===== config.mk =====
export PLATFORM = sky130hd
export DESIGN_NAME = keystroke_sequencer
export DESIGN_NICKNAME = d
export VERILOG_FILES = /design/src/rtl/keystroke_pkg.sv /design/src/rtl/keystroke_fifo.sv /design/src/rtl/keystroke_sequencer.sv
export SDC_FILE = /design/constraint.sdc
export NUM_CORES = 1
export LEC_CHECK = 0
export ABC_CLOCK_PERIOD_IN_PS = 2300
export CAP_MARGIN = 20
export CELL_PAD_IN_SITES_DETAIL_PLACEMENT = 1
export CELL_PAD_IN_SITES_GLOBAL_PLACEMENT = 1
export CORE_MARGIN = 2
export CORE_UTILIZATION = 25
export CTS_CLUSTER_DIAMETER = 120
export CTS_CLUSTER_SIZE = 24
export DETAILED_ROUTE_END_ITERATION = 16
export PLACE_DENSITY = 0.56
export SLEW_MARGIN = 20
export SYNTH_ARGS = -nofsm -noshare
export SYNTH_HDL_FRONTEND = slang
export SYNTH_SLANG_ARGS = --single-unit
export TNS_END_PERCENT = 100

===== constraint.sdc =====
create_clock -name CLOCK_50 -period 2.3 [get_ports CLOCK_50]
set_input_delay 0.345 -clock CLOCK_50 [delete_from_list [all_inputs] [get_ports CLOCK_50]]
set_output_delay 0.345 -clock CLOCK_50 [all_outputs]
set_load 0.1 [all_outputs]

===== src/rtl/keystroke_pkg.sv =====
// keystroke_pkg: shared scan-code constants and FSM state types for the keystroke sequencer.
package keystroke_pkg;
  localparam logic [7:0] SC_BREAK = 8'hF0;
  localparam logic [7:0] SC_EXT   = 8'hE0;
  localparam logic [7:0] SC_NULL  = 8'h00;
  typedef enum logic [1:0] {D_IDLE, D_BRK, D_EXT, D_EXTBRK} dec_state_e;
  typedef enum logic [1:0] {S_IDLE, S_ENC, S_ROT, S_SETTLE} sch_state_e;
endpackage


===== src/rtl/keystroke_fifo.sv =====
// keystroke_fifo: power-of-two circular buffer; a push on a full buffer lands only when a pop frees the slot.
module keystroke_fifo
  import keystroke_pkg::*;
#(
  parameter int DEPTH = 4,
  parameter int WIDTH = 8
) (
  input  logic                     clk,
  input  logic                     rst_n,
  input  logic                     push_i,
  input  logic                     pop_i,
  input  logic [WIDTH-1:0]         wdata_i,
  output logic [WIDTH-1:0]         rdata_o,
  output logic                     full_o,
  output logic                     empty_o,
  output logic [$clog2(DEPTH):0]   level_o
);
  localparam int AW = $clog2(DEPTH);
  logic [WIDTH-1:0] mem_q [DEPTH];
  logic [AW-1:0]    wr_q, rd_q;
  logic [AW:0]      level_q, level_d;
  logic             do_push, do_pop;
  assign full_o  = level_q == (AW+1)'(DEPTH);
  assign empty_o = level_q == '0;
  assign level_o = level_q;
  assign rdata_o = mem_q[rd_q];
  assign do_pop  = pop_i && !empty_o;
  assign do_push = push_i && (!full_o || do_pop);
  assign level_d = (do_push && !do_pop) ? level_q + 1'b1 :
                   (!do_push && do_pop) ? level_q - 1'b1 : level_q;
  always_ff @(posedge clk) begin
    if (do_push) mem_q[wr_q] <= wdata_i;
  end
  always_ff @(posedge clk or negedge rst_n) begin
    if (!rst_n) begin
      wr_q    <= '0;
      rd_q    <= '0;
      level_q <= '0;
    end else begin
      if (do_push) wr_q <= wr_q + 1'b1;
      if (do_pop) rd_q <= rd_q + 1'b1;
      level_q <= level_d;
    end
  end
endmodule


===== src/rtl/keystroke_sequencer.sv =====
// keystroke_sequencer: turns the raw PS/2 byte stream into make events, queues them, and walks
// each key through the encryptor (present, await result, rotor step, settle).
module keystroke_sequencer
  import keystroke_pkg::*;
#(
  parameter int FIFO_DEPTH    = 4,
  parameter int SETTLE_CYCLES = 5000,
  parameter int ENC_TIMEOUT   = 255
) (
  input  logic                          CLOCK_50,
  input  logic                          reset_n,
  input  logic [7:0]                    rx_data,
  input  logic                          rx_en,
  input  logic                          enc_valid,
  input  logic [7:0]                    enc_data,
  output logic [7:0]                    key_code,
  output logic                          rotate,
  output logic [7:0]                    cipher_out,
  output logic                          cipher_valid,
  output logic                          timeout_err,
  output logic [7:0]                    drop_count,
  output logic [$clog2(FIFO_DEPTH):0]   fifo_level,
  output logic                          busy
);
  dec_state_e dec_q;
  sch_state_e sch_q;
  logic [7:0]  held_q, key_q, cipher_q, drop_q;
  logic [31:0] timer_q;
  logic        rot_q, cv_q, terr_q;
  logic        push, pop, full, empty, drop;
  logic [7:0]  head;
  assign push = rx_en && dec_q == D_IDLE && rx_data != SC_EXT && rx_data != SC_BREAK &&
                rx_data != SC_NULL && rx_data != held_q;
  assign pop  = sch_q == S_IDLE && !empty;
  assign drop = push && full && !pop;
  keystroke_fifo #(.DEPTH(FIFO_DEPTH), .WIDTH(8)) u_fifo (
    .clk     (CLOCK_50),
    .rst_n   (reset_n),
    .push_i  (push),
    .pop_i   (pop),
    .wdata_i (rx_data),
    .rdata_o (head),
    .full_o  (full),
    .empty_o (empty),
    .level_o (fifo_level)
  );
  // held_q remembers the key currently down so typematic repeats are swallowed
  always_ff @(posedge CLOCK_50 or negedge reset_n) begin
    if (!reset_n) begin
      dec_q  <= D_IDLE;
      held_q <= '0;
    end else if (rx_en) begin
      case (dec_q)
        D_IDLE: begin
          dec_q <= rx_data == SC_EXT ? D_EXT : rx_data == SC_BREAK ? D_BRK : D_IDLE;
          if (push) held_q <= rx_data;
        end
        D_BRK: begin
          dec_q <= D_IDLE;
          if (rx_data == held_q) held_q <= '0;
        end
        D_EXT:    dec_q <= rx_data == SC_BREAK ? D_EXTBRK : D_IDLE;
        default:  dec_q <= D_IDLE;
      endcase
    end
  end
  always_ff @(posedge CLOCK_50 or negedge reset_n) begin
    if (!reset_n) drop_q <= '0;
    else if (drop && drop_q != 8'hFF) drop_q <= drop_q + 8'd1;
  end
  // rotate is the registered image of S_ROT, so it lands one cycle after cipher_valid
  always_ff @(posedge CLOCK_50 or negedge reset_n) begin
    if (!reset_n) begin
      sch_q    <= S_IDLE;
      timer_q  <= '0;
      key_q    <= '0;
      cipher_q <= '0;
      cv_q     <= 1'b0;
      rot_q    <= 1'b0;
      terr_q   <= 1'b0;
    end else begin
      cv_q  <= 1'b0;
      rot_q <= 1'b0;
      case (sch_q)
        S_IDLE: if (!empty) begin
          key_q   <= head;
          timer_q <= '0;
          sch_q   <= S_ENC;
        end
        S_ENC: begin
          if (enc_valid) begin
            cipher_q <= enc_data;
            cv_q     <= 1'b1;
            sch_q    <= S_ROT;
          end else if (timer_q == 32'(ENC_TIMEOUT - 1)) begin
            terr_q <= 1'b1;
            sch_q  <= S_ROT;
          end else begin
            timer_q <= timer_q + 32'd1;
          end
        end
        S_ROT: begin
          rot_q   <= 1'b1;
          timer_q <= '0;
          sch_q   <= S_SETTLE;
        end
        default: begin
          if (timer_q == 32'(SETTLE_CYCLES - 1)) sch_q <= S_IDLE;
          else timer_q <= timer_q + 32'd1;
        end
      endcase
    end
  end
  assign key_code     = key_q;
  assign rotate       = rot_q;
  assign cipher_out   = cipher_q;
  assign cipher_valid = cv_q;
  assign timeout_err  = terr_q;
  assign drop_count   = drop_q;
  assign busy         = sch_q != S_IDLE;
endmodule

Word-level counts from Yosys, hierarchy flattened
Memories as Yosys holds them, arrays and structs flattened. A register that Yosys moved wholly into a read port is not among the register bits.
Index checks and enable logic that the tools add are counted.

storage, ports and cells
  memory bits (writable) = 32
  flip-flop bits (word level) = 70
  bits in read-only memories = 0
  memories = 1
  output and inout port bits = 31
  bits of input ports = 20
  bits in latches = 0

cells by class
  eq/ne operators = 21
  $add $sub $neg = 6
  mux-type cells = 24
  order comparisons = 0
  reduce and logical (&&, ||, !) cells = 34
  divide/modulo/power cells = 0
  multiply operators = 0
  shift-type cells = 0
  bitwise operators = 2

memories
  memory        words  bits a word  rd ports  clocked after Yosys merged registers in  wr ports  RTL line              source
  u_fifo.mem_q  4      8            1         1                                        1         keystroke_fifo.sv:19  logic [WIDTH-1:0] mem_q [DEPTH];

operator list
  cell                                                               number
  32-bit 2-to-1 mux                                                  4
  32-bit case mux with 3 select lines                                1
  32-bit by 1-bit adder with 32-bit output, second input constant    1
  32-bit by 13-bit == test with 1-bit output, second input constant  1
  32-bit by 8-bit == test with 1-bit output, second input constant   1
  8-bit != test, second input constant                               3
  8-bit == test, second input constant                               2
  8-bit 2-to-1 mux                                                   2
  8-bit case mux with 2 select lines                                 1
  1-bit logical AND                                                  13
  2-bit 2-to-1 mux                                                   6
  2-bit != test, second input constant                               5
  8-bit by 1-bit adder with 8-bit output, second input constant      1
  8-bit == test                                                      1
  8-bit != test                                                      1
  4-bit AND reduction                                                2
  8-bit nonzero test                                                 1
  1-bit logical NOT                                                  6
  1-bit 2-to-1 mux                                                   6
  3-bit 2-to-1 mux                                                   2
  2-bit case mux with 3 select lines                                 1
  3-bit AND reduction                                                2
  2-bit nonzero test                                                 3
  2-bit by 1-bit adder with 2-bit output, second input constant      2
  14 further kinds                                                   19

Logic depth before layout (Yosys ltp)
Gate-level depths: netlist of the first run.

  depth after elaboration = 11
  mapped depth = 11
  gate-level depth less buffers = 11

Hierarchy
A second synthesis of the first run with hierarchy kept.

unflattened totals
  cells, all modules = 465
  area total of the unflattened synthesis = 5323.9 um2

modules (own cells, without submodules)
  module               instances  seq. area each (um2)  area each (um2)  cells an instance
  keystroke_sequencer  1          1776.7                3732.3           388
  keystroke_fifo       1          1136.1                1591.5           77

Worst setup path after synthesis of the first run
No wires, ideal clock.

  kind = register to register
  start point = register u_fifo.level_q[0], in the netlist u_fifo.level_o[0]
  end point = register u_fifo.level_q[2], in the netlist u_fifo.level_o[2]
  arrival time = 2.569 ns
  stages on the path, launching flop included = 10
  library setup time = 0.163 ns
  buffers on the path = 0
  slack = -0.432 ns
  required time = 2.137 ns
  period minus slack after synthesis = 2.732 ns
  cell sequence = dfrtp_1 nor2_1 nand3_1 nor3b_2 ha_1 inv_1 fa_1 xor2_1 nor2_1 xor2_1

between the ends
  cells in the longest elaborated chain, start to end = 9

ends and longest elaborated chain
  what                                 RTL line                                         source
  start: declaration                   keystroke_fifo.sv:21                             logic [AW:0] level_q, level_d;
  start signal: assignment             keystroke_fifo.sv:42                             level_q <= level_d;
  3-bit logical NOT                    keystroke_fifo.sv:24                             assign empty_o = level_q == '0;
  1-bit logical NOT                    keystroke_fifo.sv:27, keystroke_sequencer.sv:34
  1-bit logical AND                    keystroke_sequencer.sv:34                        assign pop = sch_q == S_IDLE && !empty;
  1-bit logical AND                    keystroke_fifo.sv:27                             assign do_pop = pop_i && !empty_o;
  1-bit logical OR                     keystroke_fifo.sv:28                             assign do_push = push_i && (!full_o || do_pop);
  1-bit logical AND                    keystroke_fifo.sv:28
  1-bit logical NOT                    keystroke_fifo.sv:30                             (!do_push && do_pop) ? level_q - 1'b1 : level_q;
  1-bit logical AND                    keystroke_fifo.sv:30
  2-bit nonzero test (no source line)  --

Several ways; a longest one is shown, not always the timed one. The select of a mux whose other input is x is not followed.
A chain may end at the register's enable or synchronous reset.

Final worst setup path of the first run
  start point = register timer_q[19]
  end point = register timer_q[7]

between the ends
  cells in the longest elaborated chain, start to end = 3

ends and longest elaborated chain
  what                                                                                                            RTL line                                               source
  start: declaration                                                                                              keystroke_sequencer.sv:28                              logic [31:0] timer_q;
  start signal: assignment                                                                                        keystroke_sequencer.sv:99                              timer_q <= timer_q + 32'd1;
  start signal: assignment                                                                                        keystroke_sequencer.sv:109                             else timer_q <= timer_q + 32'd1;
  32-bit by 13-bit == test with 1-bit output / 32-bit by 8-bit == test with 1-bit output (equally long branches)  keystroke_sequencer.sv:108, keystroke_sequencer.sv:95
  4-bit by 2-bit != test with 1-bit output (no source line) / 2-bit != test (equally long branches)               --
  4-bit AND reduction (no source line) (*)                                                                        --

Mark *: on every way between the ends. The rest lies on a longest branch, timed or not.

==> flow_summary.yaml, run 1 <==
outcome:
  outcome: "finished, violations left"
  violations: "negative hold slack, negative setup slack"
cts:
  clk_pin_slew_worst_paths_ps: 80
  cts_tree: "built"
  cts_buffer_depth: 2
  root_buffer: "clkbuf_16"
  insertion_delay_ps: 360
  h-tree-depth: 3
  cts_num_sinks: 110
  numCtsBuffers: 9
timing:
  hold_slack_ps: -8.57
  finClkSkew_ps: 6.08
  maxSlewViolCount: 0
  setup_ws_ps: -149
  tns_ps: -3920
  finalCritPeriodShare: 1.06
  rsz0062_at_grt: "true"
  min_period_ps: 2450
  worstMarginPinSlew_ps: 606
  hold_viol_final: 11
  finalSetupViolCount: 32
  maxSlewHeadroom: 0.596
  max_freq_ghz: 0.408
power:
  sequentialPowerShare: 0.308
  intPower_mw: 4.78
  power_switching_mw: 4.33
  switching_share: 0.475
  cellPowerDensity_nw_per_um2: 1220
  combPwrFrac: 0.511
  ir_drop_v: 0.000949
  clock_power_share: 0.182
  leakage_nw: 3.03
  power_mw: 9.11
synthesis:
  avgSynthCellArea_um2: 11.5
  synth_xor_area_frac: 0.0344
  synth-async-reset-ratio: 0.709
  synth_seq_cells: 110
  yosys.area_share.simple: 0.150
  synth-adder-area-share: 0.0294
  muxShareOfSynthArea: 0.0755
  ys_types: 51
  synthesis.nets: 497
  synth_seq_area_share: 0.544
  synth_top_family_by_area: "simple AND/OR/NAND/NOR gates"
  synth_area_um2: 5350
  yosysWarnings: 0
  synthCells: 465
  synth_edf_count: 32
  synth-compound-area-share: 0.134
  synth_flop_cell: "dfrtp_1"
setup_path:
  worst_ep_arrival_time_ps: 2720
  r2r_cells: 8
  startpoint_type: "flip-flop"
  setup.worst_path.start: "timer_q[19]$_DFFE_PN0P_"
  endpoint: "timer_q[7]$_DFFE_PN0P_"
  worstPathRequired_ps: 2570
  worstReg2RegEnd: "timer_q[7]$_DFFE_PN0P_"
  r2r_setup_slack_ps: -150
  crit_path_max_fanout: 8
  r2r-start: "timer_q[19]$_DFFE_PN0P_"
  worstSetupPathType: "reg -> reg"
  endpoint_kind: "flip-flop"
floorplan:
  io_pins: 51
  rows: 53
  fp.coreArea_um2: 21000
  die_w_um: 150
  fp.dieH_um: 150
  initial_core_util: 0.255
  dieArea_um2: 22600
global_routing:
  antenna_found_initial: 0
  groute.usage.overall: 0.139
  overflow: 0
  grt_pass1_wl_um: 24500
  grt_max_degree: 79
  grt_pass1_vias: 4705
place:
  gp_congestion: 0.781
  dpl.hpwl_um: 10200
  port_buffers: 50
  dp.cells: 844
route:
  vias: 4241
  ant_nets: 0
  drcViolationCount: 0
  firstDrtPassIters: 4
  drt-met1-wl_um: 6640
  vias_per_cell: 4.89
  drt-wirelength-per-cell_um: 17.1
  drt_iter0_markers: 153
  wl_met2_um: 7460
  met3WireLength_um: 418
  drt_wl_total_um: 14800
  dr.max_layer_used: "met4"
hold_path:
  worst_hold_path_type: "in -> async"
cells_and_area:
  instances_no_fill: 867
  antenna_cells: 0
  final_core_util: 0.354
  final_nets: 619
  syn_to_final_growth_pct: 39.1
  final_layout_size_suffix_gt1_frac: 0.399
  n_fill_cell: 2299
run:
  max_cap_violations: 0
==> worst min path at each step <==
stage             from                        end
2_1_floorplan  reset_n  cipher_out[0]$_DFFE_PN0P_
3_3_place_gp   reset_n      held_q[1]$_DFFE_PN0P_
3_5_place_dp   reset_n      held_q[1]$_DFFE_PN0P_
4_1_cts        reset_n      held_q[1]$_DFFE_PN0P_
5_1_grt        reset_n      held_q[1]$_DFFE_PN0P_
6_report       reset_n      held_q[1]$_DFFE_PN0P_
==> cell type report <==
cell class,count,area (µm²),share of cell area
multi-input cells,318,2680,0.359
repair buffers,133,1120,0.151
well taps,275,344,0.0462
flip-flops and latches,110,2920,0.392
clock inverters,7,101,0.0136
inverters,15,60.1,0.00806
clock buffers,9,225,0.0302
==> worst max-delay path, cell delays in order (launching register included) <==
cell and delay, ps:
dfrtp_1 390, or4_4 560, or4b_4 540, o21ba_4 230, o211ai_4 180, buf_12 160
buf_12 150, o21ai_2 90, o31ai_4 60
==> cells in the final DEF (no fill, tap or decap), types with 7 or more instances in the layout <==
| cell type | synthesis | final |
|---|---|---|
| o31ai_1 | 31 | 17 |
| mux2_2 | 19 | 19 |
| clkbuf_16 | 0 | 9 |
| dlygate4sd2_1 | 0 | 7 |
| o21ai_0 | 38 | 15 |
| nand3_1 | 20 | 19 |
| mux4_2 | 8 | 8 |
| nand2_1 | 31 | 28 |
| o31ai_2 | 0 | 11 |
| nand4_1 | 15 | 15 |
| inv_1 | 15 | 10 |
| a21oi_1 | 8 | 7 |
| dfrtp_1 | 78 | 75 |
| ha_1 | 11 | 9 |
| edfxtp_1 | 32 | 32 |
| xnor2_1 | 16 | 16 |
| buf_4 | 1 | 104 |
| nor2_1 | 28 | 28 |
| clkdlybuf4s50_1 | 0 | 10 |
| o21ai_2 | 0 | 16 |
==> metal layers <==
layer  vias up  track usage
met4         0       0.0585
met1      2161        0.176
met3        20       0.0200
met2        59        0.236
met5         -            0
li1       2001            -
==> Yosys cell counts (4+ instances only) <==
| cell | n | area (µm²) |
|---|---|---|
| o21ai_0 | 38 | 190 |
| a31oi_1 | 6 | 37.5 |
| ha_1 | 11 | 138 |
| xor2_1 | 5 | 43.8 |
| dfrtp_1 | 78 | 1950 |
| inv_1 | 15 | 56.3 |
| mux2_2 | 19 | 214 |
| nor4_1 | 6 | 37.5 |
| nor3_1 | 6 | 30.0 |
| xnor2_1 | 16 | 140 |
| and2_1 | 6 | 37.5 |
| buf_2 | 7 | 35.0 |
| a21oi_1 | 8 | 40.0 |
| or3_1 | 6 | 37.5 |
| o41ai_1 | 9 | 78.8 |
| mux4_2 | 8 | 180 |
| o31ai_1 | 31 | 233 |
| nand3_1 | 20 | 100 |
| nand2_1 | 31 | 116 |
| o21ai_1 | 4 | 20.0 |
| nor2b_1 | 5 | 31.3 |
| or4_1 | 4 | 30.0 |
| nor2_1 | 28 | 105 |
| and3_1 | 5 | 31.3 |
| nand4_1 | 15 | 93.8 |
| and4_1 | 4 | 35.0 |
| edfxtp_1 | 32 | 961 |
| clkbuf_1 | 9 | 33.8 |
==> flip-flops by register name (all words and copies together), names as in the netlist, 2 cells and up <==
register        count
cipher_out          8
dec_q               2
drop_count          8
held_q              8
key_code            8
sch_q               2
timer_q            32
u_fifo.level_o      3
u_fifo.mem_q       32
u_fifo.rd_q         2
u_fifo.wr_q         2
==> power by group through the flow <==
stage | clock network (mW) | registers [mW] | logic [mW]
6_report | 1.65 | 2.80 | 4.65
5_1_grt | 1.77 | 2.87 | 4.97
3_3_place_gp | 0 | 2.82 | 4.18
2_1_floorplan | 0 | 4.26 | 1.60
4_1_cts | 1.71 | 2.81 | 4.46
3_5_place_dp | 0 | 2.85 | 4.27
==> logic make-up after synthesis <==
group / count (synthesis)
DFF: 110
buffers and inverters: 37
adders and majority gates: 12
muxes: 28
AOI/OAI and AO/OA: 107
and+or+nand+nor: 150
xor gates and xnor gates: 21
==> stage by stage <==
step	setup slack [ps]	area, µm²
2_1_floorplan	-335	5390
6_report	-149	7450
3_3_place_gp	-568	6620
5_1_grt	-229	7450
3_5_place_dp	-616	6620
4_1_cts	-152	7170
==> repair_timing <==
item,4_1_cts,5_1_grt
hold buffers,0,0
setup endpoints to repair,66,34
pin swaps,23,18
gates cloned,0,1
buffers inserted,3,3
gates resized for setup,70,53
(Power assumes the default switching activity.)
==> run 2: changes to the inputs <==
CAP_MARGIN = not set   (was 20)
==> results of run 2 <==
Final layout, timing and power as in run 1 (identical DEF).
